File: src/rtl/bus_arb_pkg.sv
// Shared types and helpers for the round-robin bus arbiter.
`timescale 1ns/1ps
package bus_arb_pkg;

    typedef enum logic [1:0] {
        IDLE    = 2'd0,
        GRANT   = 2'd1,
        XFER    = 2'd2,
        RELEASE = 2'd3
    } arb_state_e;

    localparam int GRANT_TIMEOUT_DEF = 16;
    localparam int XFER_TIMEOUT_DEF  = 1024;
    localparam int MAX_MASTERS       = 8;

    // Returns {found, index} of the first set request at or above ptr, wrapping at n.
    function automatic logic [3:0] next_requester(input logic [7:0] req,
                                                  input logic [2:0] ptr,
                                                  input int         n);
        logic [3:0] res;
        logic [3:0] cand;
        res = 4'd0;
        for (int i = 0; i < MAX_MASTERS; i++) begin
            cand = {1'b0, ptr} + 4'(i);
            if (cand >= 4'(n)) cand = cand - 4'(n);
            if (i < n && !res[3] && req[cand[2:0]]) res = {1'b1, cand[2:0]};
        end
        return res;
    endfunction

endpackage

File: src/rtl/bus_arbiter_rr_rr_pick.sv
// Combinational rotating-base priority selector: first request at or above ptr_i wins.
`timescale 1ns/1ps
module rr_pick
    import bus_arb_pkg::*;
#(
    parameter int N = 4
) (
    input  logic [N-1:0] req_i,
    input  logic [2:0]   ptr_i,
    output logic [N-1:0] onehot_o,
    output logic [2:0]   idx_o,
    output logic         valid_o
);

    logic [7:0] req_ext;
    logic [3:0] pick;

    always_comb begin
        req_ext = 8'(req_i);
        pick    = next_requester(req_ext, ptr_i, N);
        valid_o = pick[3];
        idx_o   = pick[2:0];
        for (int i = 0; i < N; i++) begin
            onehot_o[i] = pick[3] && (pick[2:0] == 3'(i));
        end
    end

endmodule

File: src/rtl/bus_arbiter_rr.sv
// Round-robin bus arbiter with grant and transfer watchdogs.
// Optional: BUS_ARB_FIXED_PRIO0_EN gives master 0 absolute priority over the round-robin group.
`timescale 1ns/1ps
module bus_arbiter_rr
    import bus_arb_pkg::*;
#(
    parameter int NUM_MASTERS   = 4,
    parameter int GRANT_TIMEOUT = GRANT_TIMEOUT_DEF,
    parameter int XFER_TIMEOUT  = XFER_TIMEOUT_DEF
) (
    input  logic                   clock,
    input  logic                   reset,
    input  logic [NUM_MASTERS-1:0] bus_request,
    input  logic                   begin_transaction,
    input  logic                   end_transaction,
    output logic [NUM_MASTERS-1:0] bus_aquire,
    output logic                   bus_error,
    output logic                   bus_busy,
    output logic [2:0]             grant_id,
    output arb_state_e             state_o
);

    localparam int GT_W = (GRANT_TIMEOUT > 1) ? $clog2(GRANT_TIMEOUT) : 1;
    localparam int XT_W = (XFER_TIMEOUT > 1) ? $clog2(XFER_TIMEOUT) : 1;
    localparam logic [GT_W-1:0] GT_LAST = GT_W'(GRANT_TIMEOUT - 1);
    localparam logic [XT_W-1:0] XT_LAST = XT_W'(XFER_TIMEOUT - 1);

    arb_state_e             state_q, state_d;
    logic [NUM_MASTERS-1:0] aquire_q, aquire_d;
    logic                   error_q, error_d;
    logic [2:0]             gid_q, gid_d;
    logic [2:0]             ptr_q, ptr_d;
    logic [GT_W-1:0]        gtmr_q, gtmr_d;
    logic [XT_W-1:0]        xtmr_q, xtmr_d;

    logic [NUM_MASTERS-1:0] pick_req, pick_onehot, sel_onehot;
    logic [2:0]             pick_idx, sel_idx, ptr_next;
    logic                   pick_valid, sel_valid, accept_moves_ptr, req_held;

    rr_pick #(.N(NUM_MASTERS)) u_pick (
        .req_i    (pick_req),
        .ptr_i    (ptr_q),
        .onehot_o (pick_onehot),
        .idx_o    (pick_idx),
        .valid_o  (pick_valid)
    );

`ifdef BUS_ARB_FIXED_PRIO0_EN
    // Master 0 sits outside the rotation; others rotate among themselves.
    always_comb begin
        pick_req    = bus_request;
        pick_req[0] = 1'b0;
    end
    assign sel_valid        = bus_request[0] | pick_valid;
    assign sel_idx          = bus_request[0] ? 3'd0 : pick_idx;
    assign sel_onehot       = bus_request[0] ? NUM_MASTERS'(1) : pick_onehot;
    assign accept_moves_ptr = (gid_q != 3'd0);
`else
    assign pick_req         = bus_request;
    assign sel_valid        = pick_valid;
    assign sel_idx          = pick_idx;
    assign sel_onehot       = pick_onehot;
    assign accept_moves_ptr = 1'b1;
`endif

    assign req_held = |(bus_request & aquire_q);
    assign ptr_next = (gid_q == 3'(NUM_MASTERS - 1)) ? 3'd0 : gid_q + 3'd1;

    always_ff @(posedge clock) begin
        if (reset) begin
            state_q  <= IDLE;
            aquire_q <= '0;
            error_q  <= 1'b0;
            gid_q    <= 3'd0;
            ptr_q    <= 3'd0;
            gtmr_q   <= '0;
            xtmr_q   <= '0;
        end else begin
            state_q  <= state_d;
            aquire_q <= aquire_d;
            error_q  <= error_d;
            gid_q    <= gid_d;
            ptr_q    <= ptr_d;
            gtmr_q   <= gtmr_d;
            xtmr_q   <= xtmr_d;
        end
    end

    always_comb begin
        state_d  = state_q;
        aquire_d = aquire_q;
        error_d  = 1'b0;
        gid_d    = gid_q;
        ptr_d    = ptr_q;
        gtmr_d   = gtmr_q;
        xtmr_d   = xtmr_q;
        unique case (state_q)
            IDLE: begin
                aquire_d = '0;
                if (sel_valid) begin
                    state_d  = GRANT;
                    aquire_d = sel_onehot;
                    gid_d    = sel_idx;
                    gtmr_d   = '0;
                end
            end
            GRANT: begin
                // Begin takes precedence; a same-cycle end makes it a single-beat transfer.
                if (begin_transaction) begin
                    if (accept_moves_ptr) ptr_d = ptr_next;
                    xtmr_d = '0;
                    if (end_transaction) begin
                        state_d  = RELEASE;
                        aquire_d = '0;
                    end else begin
                        state_d = XFER;
                    end
                end else if (!req_held) begin
                    state_d  = RELEASE;
                    aquire_d = '0;
                end else if (gtmr_q == GT_LAST) begin
                    error_d  = 1'b1;
                    state_d  = RELEASE;
                    aquire_d = '0;
                end else if (gtmr_q != '1) begin
                    gtmr_d = gtmr_q + 1'b1;
                end
            end
            XFER: begin
                if (end_transaction) begin
                    state_d  = RELEASE;
                    aquire_d = '0;
                end else if (xtmr_q == XT_LAST) begin
                    error_d  = 1'b1;
                    state_d  = RELEASE;
                    aquire_d = '0;
                end else if (xtmr_q != '1) begin
                    xtmr_d = xtmr_q + 1'b1;
                end
            end
            RELEASE: begin
                aquire_d = '0;
                state_d  = IDLE;
            end
            default: begin
                aquire_d = '0;
                state_d  = IDLE;
            end
        endcase
    end

    assign bus_aquire = aquire_q;
    assign bus_error  = error_q;
    assign bus_busy   = (state_q != IDLE);
    assign grant_id   = gid_q;
    assign state_o    = state_q;

    a_grant_onehot0: assert property (@(posedge clock) disable iff (reset) $onehot0(aquire_q));

endmodule

File: config.mk
export PLATFORM = sky130hd
export DESIGN_NAME = bus_arbiter_rr
export DESIGN_NICKNAME = d
export VERILOG_FILES = /design/src/rtl/bus_arb_pkg.sv /design/src/rtl/bus_arbiter_rr_rr_pick.sv /design/src/rtl/bus_arbiter_rr.sv
export SDC_FILE = /design/constraint.sdc
export NUM_CORES = 1
export LEC_CHECK = 0
export BUFFER_PORTS_ARGS = -buffer_cell sky130_fd_sc_hd__buf_2
export CAP_MARGIN = 10
export CORE_MARGIN = 4
export CORE_UTILIZATION = 62
export CTS_CLUSTER_DIAMETER = 150
export DETAILED_ROUTE_END_ITERATION = 10
export PLACE_DENSITY = 0.89
export RECOVER_POWER = 25
export SLEW_MARGIN = 5
export SYNTH_ARGS = -nofsm -noshare
export SYNTH_HDL_FRONTEND = slang
export SYNTH_SLANG_ARGS = --single-unit
File: constraint.sdc
create_clock -name clock -period 5.1 [get_ports clock]
set_input_delay 1.02 -clock clock [delete_from_list [all_inputs] [get_ports clock]]
set_output_delay 1.02 -clock clock [all_outputs]
set_load 0.02 [all_outputs]
==> impl_metrics.json <==
{
  "ys_seq_area_share_pct": 32.3,
  "fin_nets": 228,
  "rsz0062_at_grt": "false",
  "path_class": "flip-flop to flip-flop",
  "status": "complete, no violations",
  "cts_buffers": 3,
  "ir_worst_vdd_mv": 0.307,
  "p_leak_uw": 0.000628,
  "cp-end-kind": "flip-flop",
  "drc": 0,
  "syn_area_um2": 1670,
  "min_path_type": "flip-flop to flip-flop",
  "synthTopCellsByCount": "27 x dfxtp_1, 19 x nor2_1, 16 x nand2_1",
  "clkSinkCount": 27,
  "grt_pass1_wl_um": 6330,
  "cp-endpoint": "state_o[1]",
  "antenna_found_initial": 0,
  "path_delay_family": "multiplexers",
  "fin_crit_ns": 3.02,
  "rows": 18,
  "grtUsageTotal_pct": 22.2,
  "drtAntennaViolNets": 0,
  "slowest_delay_ns": 0.72,
  "reg2reg_from": "ptr_q[0]",
  "yosysMostFrequentCell": "dfxtp_1",
  "multi_input_area_um2": 1050,
  "cts_resized": 0,
  "port_buffers": 18,
  "post-cts-setup-buffers": 0,
  "period_share_pct": 59.2,
  "gp_congestion": 0.908,
  "dp_hpwl_um": 2870,
  "worst_pin_slew_ns": 1.04,
  "fillers": 219,
  "pin_count": 19,
  "max_freq_ghz": 0.331,
  "ys_warn_count": 0,
  "max_cap_viol_count": 0,
  "worstPathArrival_ns": 3.28,
  "finalHoldViolCount": 0,
  "crit_required_ns": 5.36,
  "grt_max_degree": 18,
  "ys_seq_elements": 27,
  "powerDensity_nw_per_um2": 461,
  "clk_pin_slew_ns": 0.16,
  "synth-edff-count": 0,
  "fin_util_pct": 70.5,
  "async_reset_ff_share_pct": 0,
  "synth.area.top_cells": "dfxtp_1 32%, ha_1 6.0%, nor2_1 4.3%",
  "ff_latch_area_um2": 541,
  "r2r_setup_slack_ns": 2.08,
  "firstDrtPassIters": 4,
  "cts_root_buf": "clkbuf_4",
  "worstReg2RegEnd": "state_o[1]",
  "drive_above_1_share_pct": 10.4,
  "place_inst": 237,
  "reg2reg_depth": 7,
  "routed-via-count": 1574,
  "routedWlPerCell_um": 15.4,
  "grt_pass1_vias": 1514,
  "synthDistinctLibCells": 48,
  "start_util_pct": 66.3,
  "synth.avg_cell_area_um2": 8.45,
  "htreeDepth": 1,
  "cp-start-kind": "flip-flop",
  "fin_cells": 241,
  "syn_to_final_growth_pct": 6.36,
  "crit_buf_inv": 1,
  "final.setup_skew_ns": 0.0261,
  "total_power_uw": 820,
  "cts_buffer_depth": 2,
  "drv_slew": 0,
  "cts_tree": "done",
  "syn_inst": 198,
  "worst_path_max_delay_cell": "dfxtp_1",
  "synth_top_area_share_pct": 32.3,
  "die_h_um": 59.9,
  "cp.depth": 7,
  "ctsHoldBuffers": 0,
  "syn-num-nets": 214,
  "clk_latency_ns": 0.33,
  "drt_iter0_markers": 103,
  "synth_largest_area_cell": "dfxtp_1",
  "setup_tns_ns": 0,
  "synthFlopType": "dfxtp_1",
  "crit_start": "ptr_q[0]",
  "grt_overflow": 0,
  "vias_per_cell": 6.53,
  "diodes": 0,
  "die_area_um2": 3590,
  "min_from": "bus_aquire[1]",
  "core_area_um2": 2520,
  "crit_chain": "inv_1, ha_1, mux4_2, o21ai_1, nand4_1, o211ai_1, mux2i_1",
  "routed_wl_um": 3710,
  "setup_viol": 0,
  "die_x_um": 59.9,
  "slew_headroom_pct": 29.8,
  "crit_fanout": 17
}
[through the flow]
| stage | instance area [um^2] | hold slack (ns) | worst slack (ns) |
|---|---|---|---|
| floorplan | 1670 | 0.467 | 2.38 |
| global placement | 1760 | 0.482 | 2.32 |
| detailed placement | 1760 | 0.489 | 2.14 |
| CTS | 1790 | 0.515 | 2.13 |
| global route | 1780 | 0.532 | 1.81 |
| finish | 1780 | 0.519 | 2.08 |
[cell usage in the layout, fill, tap and decap left out, types with 2 or more instances in the layout]
cell	count
a32o_1	2
a22oi_1	3
mux2i_1	5
o31ai_1	2
ha_1	8
inv_1	11
nor2_1	19
a2111oi_0	4
a221oi_1	2
a21oi_1	9
nand2_1	16
nand3_1	9
nand2b_1	3
clkbuf_4	3
a211oi_1	7
nor3_1	5
o21a_1	2
dfxtp_1	27
mux4_2	2
xnor2_1	8
or3_1	2
o21ai_1	2
nor3b_1	2
and2_1	3
clkbuf_1	6
buf_2	13
o21ai_0	5
o32ai_1	5
nand4_1	5
nor4_1	2
[sequential cells by signal, indices dropped and copies added, names as in the netlist]
signal / flops
grant_id: 3
bus_error: 1
bus_aquire: 4
ptr_q: 3
gtmr_q: 4
state_o: 2
xtmr_q: 10
[cells by family after synthesis]
| group | synth area share, % |
|---|---|
| simple gates | 22.0 |
| compound gates | 24.0 |
| flops | 32.3 |
| buf+inv | 4.94 |
| xor+xnor | 4.19 |
| mux | 6.58 |
| fa+ha+maj | 5.98 |
[per-layer routing]
metal  up-vias  part of all wire, %  GRT usage [%]
met4         0                  2.1           9.18
li1        772                    -              -
met3        10                  5.1           2.59
met1       749                   44           27.2
met5         -                    0              0
met2        43                   49           38.9
[final cells by class]
| class | instances | area share, % |
|---|---|---|
| clock buffers | 4 | 1.48 |
| inverters | 11 | 2.32 |
| flip-flops and latches | 27 | 30.4 |
| repair buffers | 18 | 4.71 |
| well taps | 30 | 2.11 |
| multi-input cells | 151 | 59.0 |
[tightest hold or removal path: cells and delay by family, from the launching register on]
kind               cells  cell delay, ns
DFF                    1            0.36
AOI/OAI and AO/OA      1            0.07
and+or+nand+nor        1            0.06
[how the worst min path moves through the flow]
stage / cells past startpoint / slack, ns / to
detailed placement: 2 / 0.49 / bus_aquire[1]
global route: 2 / 0.53 / bus_aquire[1]
finish: 2 / 0.52 / bus_aquire[1]
global placement: 2 / 0.48 / gtmr_q[1]
CTS: 2 / 0.52 / bus_aquire[1]
floorplan: 2 / 0.47 / gtmr_q[1]
[power by group]
| part | internal, uW | switching [uW] | total, uW | leakage, uW |
|---|---|---|---|---|
| Combinational | 161 | 281 | 442 | 0.000394 |
| Sequential | 244 | 41.5 | 286 | 0.000219 |
| Clock | 30.5 | 61.4 | 92.0 | 0.0000150 |
Power figures use the tool's default switching activity.
